<file path="src/rtl/otter_iobus_responder_if.sv">
// OTTER IOBUS signal bundle: the CPU drives address, write data and strobe;
// the responder returns combinational read data.
interface otter_iobus_responder_if;
  logic [31:0] IOBUS_ADDR;
  logic [31:0] IOBUS_OUT;
  logic        IOBUS_WR;
  logic [31:0] IOBUS_IN;

  modport master (output IOBUS_ADDR, output IOBUS_OUT, output IOBUS_WR, input  IOBUS_IN);
  modport slave  (input  IOBUS_ADDR, input  IOBUS_OUT, input  IOBUS_WR, output IOBUS_IN);
endinterface

</file>
<file path="src/rtl/otter_iobus_responder.sv">
// Memory-mapped I/O responder for the OTTER IOBUS: switches, buttons with edge capture,
// LED/seven-segment registers, and an optional countdown timer (macro IOBUS_TIMER_EN).
module otter_iobus_responder #(
  parameter logic [31:0] BASE_ADDR   = 32'h1100_0000,
  parameter int          N_SW        = 16,
  parameter int          N_BTN       = 5,
  parameter int          SYNC_STAGES = 2
) (
  input  logic                      CLK,
  input  logic                      RST,
  otter_iobus_responder_if.slave    bus,
  input  logic [N_SW-1:0]           SWITCHES,
  input  logic [N_BTN-1:0]          BUTTONS,
  output logic [15:0]               LEDS,
  output logic [15:0]               SSEG,
  output logic                      IRQ
);

  localparam logic [4:0] OFF_SW        = 5'h00;
  localparam logic [4:0] OFF_BTN       = 5'h01;
  localparam logic [4:0] OFF_BTN_EDGE  = 5'h02;
  localparam logic [4:0] OFF_BTN_IE    = 5'h03;
  localparam logic [4:0] OFF_LEDS      = 5'h08;
  localparam logic [4:0] OFF_SSEG      = 5'h10;
  localparam logic [4:0] OFF_TMR_LOAD  = 5'h18;
  localparam logic [4:0] OFF_TMR_CTRL  = 5'h19;
  localparam logic [4:0] OFF_TMR_COUNT = 5'h1A;
  localparam logic [4:0] OFF_TMR_STAT  = 5'h1B;

  // Address decode: 128-byte window, word-granular.
  logic       in_window;
  logic [4:0] word;
  logic       wr_hit;

  assign in_window = (bus.IOBUS_ADDR[31:7] == BASE_ADDR[31:7]);
  assign word      = bus.IOBUS_ADDR[6:2];
  assign wr_hit    = bus.IOBUS_WR && in_window;

  logic unused_bits;
  assign unused_bits = ^{bus.IOBUS_ADDR[1:0], bus.IOBUS_OUT[31:16]};

  // Input synchronizers; the last stage is the architecturally visible value.
  logic [SYNC_STAGES-1:0][N_SW-1:0]  sw_sync;
  logic [SYNC_STAGES-1:0][N_BTN-1:0] btn_sync;
  logic [N_SW-1:0]                   sw_q;
  logic [N_BTN-1:0]                  btn_q;
  logic [N_BTN-1:0]                  btn_prev;
  logic [N_BTN-1:0]                  btn_edge;
  logic [N_BTN-1:0]                  btn_ie;
  logic [N_BTN-1:0]                  btn_rise;
  logic [N_BTN-1:0]                  btn_edge_clr;

  assign sw_q         = sw_sync[SYNC_STAGES-1];
  assign btn_q        = btn_sync[SYNC_STAGES-1];
  assign btn_rise     = btn_q & ~btn_prev;
  assign btn_edge_clr = (wr_hit && word == OFF_BTN_EDGE) ? bus.IOBUS_OUT[N_BTN-1:0] : '0;

  // NOTE: sequential state uses non-blocking assignments so every flop samples
  // pre-edge values regardless of statement order.
  // NOTE: the synchronizer chains are reset too, so SW/BTN read a known 0 after reset.
  always_ff @(posedge CLK) begin
    if (RST) begin
      sw_sync  <= '0;
      btn_sync <= '0;
      btn_prev <= '0;
      btn_edge <= '0;
      btn_ie   <= '0;
      LEDS     <= '0;
      SSEG     <= '0;
    end else begin
      sw_sync  <= {sw_sync[SYNC_STAGES-2:0], SWITCHES};
      btn_sync <= {btn_sync[SYNC_STAGES-2:0], BUTTONS};
      btn_prev <= btn_q;
      // A new rising edge beats a simultaneous write-1-to-clear.
      btn_edge <= (btn_edge & ~btn_edge_clr) | btn_rise;
      if (wr_hit && word == OFF_BTN_IE) btn_ie <= bus.IOBUS_OUT[N_BTN-1:0];
      if (wr_hit && word == OFF_LEDS)   LEDS   <= bus.IOBUS_OUT[15:0];
      if (wr_hit && word == OFF_SSEG)   SSEG   <= bus.IOBUS_OUT[15:0];
    end
  end

  logic exp_irq;

`ifdef IOBUS_TIMER_EN
  typedef enum logic {TMR_IDLE = 1'b0, TMR_RUN = 1'b1} tmr_state_t;

  tmr_state_t  tmr_state, tmr_state_nxt;
  logic [31:0] tmr_load;
  logic [31:0] tmr_count, tmr_count_nxt;
  logic        tmr_ar, tmr_ie, tmr_exp, tmr_exp_set;
  logic        ctrl_wr;
  logic        stat_clr;

  assign ctrl_wr  = wr_hit && word == OFF_TMR_CTRL;
  assign stat_clr = wr_hit && word == OFF_TMR_STAT && bus.IOBUS_OUT[0];

  always_ff @(posedge CLK) begin
    if (RST) tmr_state <= TMR_IDLE;
    else     tmr_state <= tmr_state_nxt;
  end

  // NOTE: every signal driven here gets a default first, so no path infers a latch.
  always_comb begin
    tmr_state_nxt = tmr_state;
    tmr_count_nxt = tmr_count;
    tmr_exp_set   = 1'b0;
    case (tmr_state)
      TMR_IDLE: ;
      TMR_RUN: begin
        if (tmr_count == 32'd0) begin
          tmr_exp_set = 1'b1;
          if (tmr_ar) tmr_count_nxt = tmr_load;
          else        tmr_state_nxt = TMR_IDLE;
        end else begin
          tmr_count_nxt = tmr_count - 32'd1;
        end
      end
      default: tmr_state_nxt = TMR_IDLE;
    endcase
    // A CTRL write overrides counting: EN=1 (re)starts, EN=0 freezes the count.
    if (ctrl_wr) begin
      if (bus.IOBUS_OUT[0]) begin
        tmr_state_nxt = TMR_RUN;
        tmr_count_nxt = tmr_load;
      end else begin
        tmr_state_nxt = TMR_IDLE;
        tmr_count_nxt = tmr_count;
      end
    end
  end

  always_ff @(posedge CLK) begin
    if (RST) begin
      tmr_load  <= '0;
      tmr_count <= '0;
      tmr_ar    <= 1'b0;
      tmr_ie    <= 1'b0;
      tmr_exp   <= 1'b0;
    end else begin
      if (wr_hit && word == OFF_TMR_LOAD) tmr_load <= bus.IOBUS_OUT;
      if (ctrl_wr) begin
        tmr_ar <= bus.IOBUS_OUT[1];
        tmr_ie <= bus.IOBUS_OUT[2];
      end
      tmr_count <= tmr_count_nxt;
      tmr_exp   <= (tmr_exp & ~stat_clr) | tmr_exp_set;
    end
  end

  assign exp_irq = tmr_exp & tmr_ie;
`else
  assign exp_irq = 1'b0;
`endif

  // Reads are side-effect free; EN reads back as the RUN state.
  always_comb begin
    bus.IOBUS_IN = 32'd0;
    if (in_window) begin
      case (word)
        OFF_SW:        bus.IOBUS_IN = 32'(sw_q);
        OFF_BTN:       bus.IOBUS_IN = 32'(btn_q);
        OFF_BTN_EDGE:  bus.IOBUS_IN = 32'(btn_edge);
        OFF_BTN_IE:    bus.IOBUS_IN = 32'(btn_ie);
        OFF_LEDS:      bus.IOBUS_IN = {16'd0, LEDS};
        OFF_SSEG:      bus.IOBUS_IN = {16'd0, SSEG};
`ifdef IOBUS_TIMER_EN
        OFF_TMR_LOAD:  bus.IOBUS_IN = tmr_load;
        OFF_TMR_CTRL:  bus.IOBUS_IN = {29'd0, tmr_ie, tmr_ar, tmr_state == TMR_RUN};
        OFF_TMR_COUNT: bus.IOBUS_IN = tmr_count;
        OFF_TMR_STAT:  bus.IOBUS_IN = {31'd0, tmr_exp};
`endif
        default:       bus.IOBUS_IN = 32'd0;
      endcase
    end
  end

  assign IRQ = exp_irq | (|(btn_edge & btn_ie));

endmodule

</file>
<file path="src/flat_wrapper.sv">
// flat-port wrapper written by rule: the top's interface ports become plain ports
module otter_iobus_responder_flat 
#(
  parameter logic [31:0] BASE_ADDR   = 32'h1100_0000,
  parameter int          N_SW        = 16,
  parameter int          N_BTN       = 5,
  parameter int          SYNC_STAGES = 2
)
  (CLK, RST, SWITCHES, BUTTONS, LEDS, SSEG, IRQ, bus_IOBUS_ADDR, bus_IOBUS_OUT, bus_IOBUS_WR, bus_IOBUS_IN);
  otter_iobus_responder_if bus_i ();
  input  logic CLK;
  input  logic RST;
  input  logic [N_SW-1:0] SWITCHES;
  input  logic [N_BTN-1:0] BUTTONS;
  output logic [15:0] LEDS;
  output logic [15:0] SSEG;
  output logic IRQ;
  input wire logic [$bits(bus_i.IOBUS_ADDR)-1:0] bus_IOBUS_ADDR;
  input wire logic [$bits(bus_i.IOBUS_OUT)-1:0] bus_IOBUS_OUT;
  input wire logic [$bits(bus_i.IOBUS_WR)-1:0] bus_IOBUS_WR;
  output wire logic [$bits(bus_i.IOBUS_IN)-1:0] bus_IOBUS_IN;
  assign bus_i.IOBUS_ADDR = bus_IOBUS_ADDR;
  assign bus_i.IOBUS_OUT = bus_IOBUS_OUT;
  assign bus_i.IOBUS_WR = bus_IOBUS_WR;
  assign bus_IOBUS_IN = bus_i.IOBUS_IN;
  otter_iobus_responder #(.BASE_ADDR(BASE_ADDR), .N_SW(N_SW), .N_BTN(N_BTN), .SYNC_STAGES(SYNC_STAGES)) u_core (.CLK(CLK), .RST(RST), .bus(bus_i), .SWITCHES(SWITCHES), .BUTTONS(BUTTONS), .LEDS(LEDS), .SSEG(SSEG), .IRQ(IRQ));
endmodule
</file>
<file path="config.mk">
export PLATFORM = sky130hd
export DESIGN_NAME = otter_iobus_responder_flat
export DESIGN_NICKNAME = d
export VERILOG_FILES = /design/src/rtl/otter_iobus_responder_if.sv /design/src/rtl/otter_iobus_responder.sv /design/src/flat_wrapper.sv
export SDC_FILE = /design/constraint.sdc
export NUM_CORES = 1
export LEC_CHECK = 0
export BUFFER_PORTS_ARGS = -buffer_cell sky130_fd_sc_hd__buf_4
export CAP_MARGIN = 10
export CORE_ASPECT_RATIO = 1.5
export CORE_MARGIN = 10
export CORE_UTILIZATION = 35
export DETAILED_ROUTE_END_ITERATION = 10
export PLACE_DENSITY = 0.66
export SYNTH_ARGS = -nofsm -noshare
export SYNTH_HDL_FRONTEND = slang
export SYNTH_SLANG_ARGS = --single-unit
export TNS_END_PERCENT = 5
</file>
<file path="constraint.sdc">
create_clock -name CLK -period 1.4 [get_ports CLK]
set_input_delay 0.14 -clock CLK [delete_from_list [all_inputs] [get_ports CLK]]
set_output_delay 0.14 -clock CLK [all_outputs]
set_load 0.01 [all_outputs]
</file>
* After elaboration in Yosys (flattened, before gate mapping)
Index checks and enable logic that the tools add are counted.
** Cells by class
- Add/subtract/negate cells :: 0
- Multipliers :: 0
- Div/mod/pow operators :: 0
- Magnitude comparators :: 0
- Eq/ne operators :: 6
- Shifts and indexed selects :: 0
- Mux-type cells :: 3
- Bitwise logic cells :: 6
- Reductions and logical operators :: 7
** Operators by type and width (count)
- case mux 16 bit (6 select lines) :: 1
- two-way mux 32 bit :: 1
- equality test 25 x 22 -> 1 bit, second input constant :: 1
- AND 5 bit :: 3
- equality test 5 x 2 -> 1 bit, second input constant :: 2
- inverter 5 bit :: 2
- equality test 5 x 1 -> 1 bit, second input constant :: 1
- equality test 5 x 4 -> 1 bit, second input constant :: 1
- equality test 5 bit, second input constant :: 1
- logical AND 1 bit :: 5
- logical NOT 5 bit :: 1
- two-way mux 5 bit :: 1
- OR 5 bit :: 1
- OR reduction 5 bit :: 1
** Storage, ports and cells
- Register bits after elaboration :: 89
- Bits in latches :: 0
- RAM bits :: 0
- Bits in read-only memories :: 0
- Input bits :: 88
- Output and inout port bits :: 65
- Memories :: 0

* Longest topological paths before layout
- Depth in word-level cells :: 7
- Gate-level depth with buffers :: 7
- Gate-level depth less buffers :: 4

* Worst setup path after synthesis
Ideal clock, no wire load.
- Path kind :: input to register
- Start point :: input port bus_IOBUS_ADDR[23]
- End point :: register u_core.SSEG[10]
- Data arrival time :: 1360 ps
- Setup slack :: -31 ps
- Stages :: 7
- Buffers on the path :: 3
- Cell sequence :: nor4b_1 > and4_1 > buf_6 > and4_4 > buf_12 > buf_12 > mux2i_1
** Between the ends
- Cells in the longest elaborated chain, start to end :: 3
** Ends and longest elaborated chain
- from (decl) :: line flat_wrapper.sv:18 : input wire logic [$bits(bus_i.IOBUS_ADDR)-1:0] bus_IOBUS_ADDR;
- equality test 25 x 22 -> 1 bit :: line otter_iobus_responder.sv:35 : assign in_window = (bus.IOBUS_ADDR[31:7] == BASE_ADDR[31:7]);
- logical AND 1 bit :: line otter_iobus_responder.sv:37 : assign wr_hit = bus.IOBUS_WR && in_window;
- logical AND 1 bit :: line otter_iobus_responder.sv:78 : if (wr_hit && word == OFF_SSEG) SSEG <= bus.IOBUS_OUT[15:0];
- to (signal assigned) :: line otter_iobus_responder.sv:78
- to (decl) :: line otter_iobus_responder.sv:15 : output logic [15:0] SSEG,
No other way between the ends.
A chain may end at the register's enable or synchronous reset.

* Worst setup path after layout
- Start point :: input port bus_IOBUS_ADDR[5]
- End point :: output port bus_IOBUS_IN[1]
** Between the ends
- Cells in the longest elaborated chain, start to end :: 3
- Elaborated cells between the ends (all ways) :: 8
- Classes of those cells :: 5 x eq/ne; 2 x mux; 1 x reduce/logical
** Ends and longest elaborated chain
- equality test 5 bit (tied with other cells) :: line otter_iobus_responder.sv:159 : case (word)
- case mux 16 bit (6 select lines) * :: line otter_iobus_responder.sv:159
- two-way mux 32 bit * :: line otter_iobus_responder.sv:158 : if (in_window) begin
- to (decl) :: line flat_wrapper.sv:21 : output wire logic [$bits(bus_i.IOBUS_IN)-1:0] bus_IOBUS_IN;
Every way passes the cells marked *; elsewhere a longest branch is shown, timed or not.

==> run_results.csv <==
group,metric,value,unit
place,place_congestion,0.899,
pwr,power,0.00566,W
pwr,peakVddDrop,0.000607,V
synth,synth-edff-count,0,
timing,whs,0.0102,ns
cells_and_area,fin_cells,636,
setup_path,r2r-start,"u_core.btn_q[3]",
place,placed_cells,614,
detailed_routing,drc_errors,0,
cells_and_area,layout_commonest_cell,"buf_4",
setup_path,ff2ff_setup_slack,0.50,ns
synth,ys_seq_elements,89,
timing,setup_viol,17,
run_status,status,"complete, but fails checks",
cts,htreeDepth,3,
timing,fin_tns_setup,-1.03,ns
place,port_buffers,118,
pwr,leakage,2.29,nW
cts,clk_pin_slew,0.06,ns
synth,synth_seq_area_share,48.2,%
setup_path,slowest_stage,"nor4_4",
grt,grt_pass1_vias,3164,
synth,synth_ff_type,"dfxtp_1",
synth,synth_warnings,0,
setup_path,crit_type,"input port to output port",
die,dieArea,15200,µm²
synth,yosysTopAreaCellShare,48.2,%
setup_path,required,1.26,ns
detailed_routing,viasPerCell,4.71,
timing,timing.final.ws_setup,-0.0844,ns
pwr,p_per_area,1070,nW/µm²
cells_and_area,layout_common_cells,"buf_4 (131), dfxtp_1 (89), nor2b_1 (57)",
setup_path,crit_fanout,4,
setup_path,crit_arrival,1.34,ns
grt,gr-total-overflow,0,
die,core_area,10200,µm²
synth,synth_area,3690,µm²
worst_hold_path,hold_path.startpoint,"SWITCHES[2]",
worst_hold_path,hold_depth,2,
die,start_util,36.1,%
setup_path,cpPeakStageDelay,0.20,ns
detailed_routing,ant_nets,0,
cts,cts_max_path_buffers,2,
timing,min_period,1.48,ns
cells_and_area,diodes,0,
cts,cts_tree,"yes",
cells_and_area,area_growth,43.5,%
run,drv_cap,0,
run_status,violations,"setup timing",
timing,skew,0.00455,ns
setup_path,cp_num_cells,9,
die,die_h,146,µm
synth,synth_cell_type_count,31,
die,ios,153,
setup_path,crit_start,"bus_IOBUS_ADDR[5]",
setup_path,rr_worst_depth,3,
cts,clock_latency,0.34,ns
cts,cts_num_sinks,89,
timing,final-max-slew-violation-count,0,
detailed_routing,routedWlPerCell,16.2,µm
synth,syn_avg_cell_area,10.3,µm²
detailed_routing,drtIter0Drc,188,
cells_and_area,utilization,51.7,%
timing,rsz0062_at_grt,"yes",
synth,synthTopCellsByArea,"dfxtp_1 (48%), mux2i_1 (10%), nor2b_1 (9.7%), nand2b_1 (9.0%), buf_4 (3.9%)",
detailed_routing,vias,2995,
setup_path,cp_top_family,"buffers and inverters",
setup_path,crit_chain,"buf_6, buf_6, nor4_4, and2_4, buf_6, buf_6, a22oi_2, a31oi_1, buf_4",
detailed_routing,routed_wl,10.3,mm
synth,ys_async_sr_fraction,0,%
cts,cts-root-buf,"clkbuf_16",
grt,grt_pass1_wl,16.2,mm
setup_path,crit_path_end,"bus_IOBUS_IN[1]",
timing,finalCritPeriodShare,106,%
setup_path,crit_buf_inv,5,
cts,cts_buffers,9,
place,hpwl,7.83,mm
setup_path,path_common_cell,"buf_6",
grt,grt_max_degree,51,
synth,synth_cells,358,
setup_path,r2r-end,"u_core.btn_edge[3]",
timing,hold_viol,0,
synth,yosys.area.top_type,"dfxtp_1",
worst_hold_path,hold_path_class,"input port to flop",
grt,antenna_found_initial,0,
grt,grt_use_total,13.2,%
cells_and_area,drive_above_1_share,37.8,%
setup_path,worstSetupEndpointType,"output port",
setup_path,start_kind,"input port",
die,row_count,45,
timing,fmax,674,MHz
cells_and_area,final_nets,578,
die,die_w,104,µm
detailed_routing,first_pass_iters,4,
-- layout make-up --
cell class / instances / area (µm²)
Multi-Input combinational cell: 244 / 1830
Tap cell: 141 / 176
Timing Repair Buffer: 146 / 1180
Sequential cell: 89 / 1780
Fill cell: 957 / 4950
Clock inverter: 7 / 103
Clock buffer: 9 / 225
-- cells by family (layout without fill, tap and decap cells) --
group                  Yosys count  in the layout  share of synthesized area, %
other                            1             16                         0.101
muxes                           37             37                          10.0
DFF                             89             89                          48.2
buffers and inverters           40            162                          7.35
AOI/OAI and AO/OA               40             40                          8.74
and+or+nand+nor                151            151                          25.6
-- Yosys cell counts, drive strengths merged, types with 2 or more instances --
cell    instances
clkbuf         15
nor2           18
a211oi          5
and3b           2
and2            2
buf            25
dfxtp          89
a222oi         12
a31oi           5
and4            4
nand2           2
nand2b         53
mux2i          37
nor4            6
nand4           2
nor2b          57
a22oi          16
-- metrics by stage --
step	instance area [µm²]	setup slack (ns)
floorplan	3760	-0.000716
CTS	5220	-0.113
finish	5300	-0.0844
detailed placement	4760	-0.244
global route	5300	-0.178
global placement	4760	-0.260
-- worst min path at each step --
stage                               to
finish               u_core.sw_sync[2]
global route        u_core.btn_sync[4]
CTS                  u_core.sw_sync[8]
detailed placement  u_core.sw_sync[10]
global placement     u_core.sw_sync[2]
floorplan           u_core.btn_sync[0]
-- routing by layer --
layer	GRT usage, %	wire length (µm)	vias to the layer above
met1	15.9	4540	1391
li1	-	-	1470
met3	3.54	522	18
met2	21.0	4970	116
met4	6.91	255	0
met5	0	0	-
-- power breakdown --
part           internal [W]  leakage (nW)  switching, W
combinational      0.000244          1.40      0.000179
sequential          0.00260         0.727     0.0000238
clock               0.00158         0.162       0.00102
total               0.00443          2.29       0.00123
-- worst reg2reg max path: stages, from the launching register on --
cell      delay (ns)
dfxtp_1         0.35
nor2b_1         0.18
nor2b_1         0.07
a211oi_1        0.22
-- state kept, by name, summed over array words and instances, names as in the netlist --
| signal | count |
|---|---|
| u_core.btn_edge | 5 |
| u_core.sw_sync | 16 |
| u_core.btn_q | 5 |
| u_core.SSEG | 16 |
| u_core.btn_prev | 5 |
| u_core.btn_ie | 5 |
| u_core.LEDS | 16 |
| u_core.btn_sync | 5 |
| u_core.sw_q | 16 |
-- repair_timing --
action                                  4_1_cts  5_1_grt
gates resized for setup                      21       16
buffers inserted                              4        0
hold endpoints to repair                      3        0
hold buffers                                  3        0
pin swaps                                    11        9
endpoints found under the setup margin       17       17
Power figures use the tool's default switching activity.
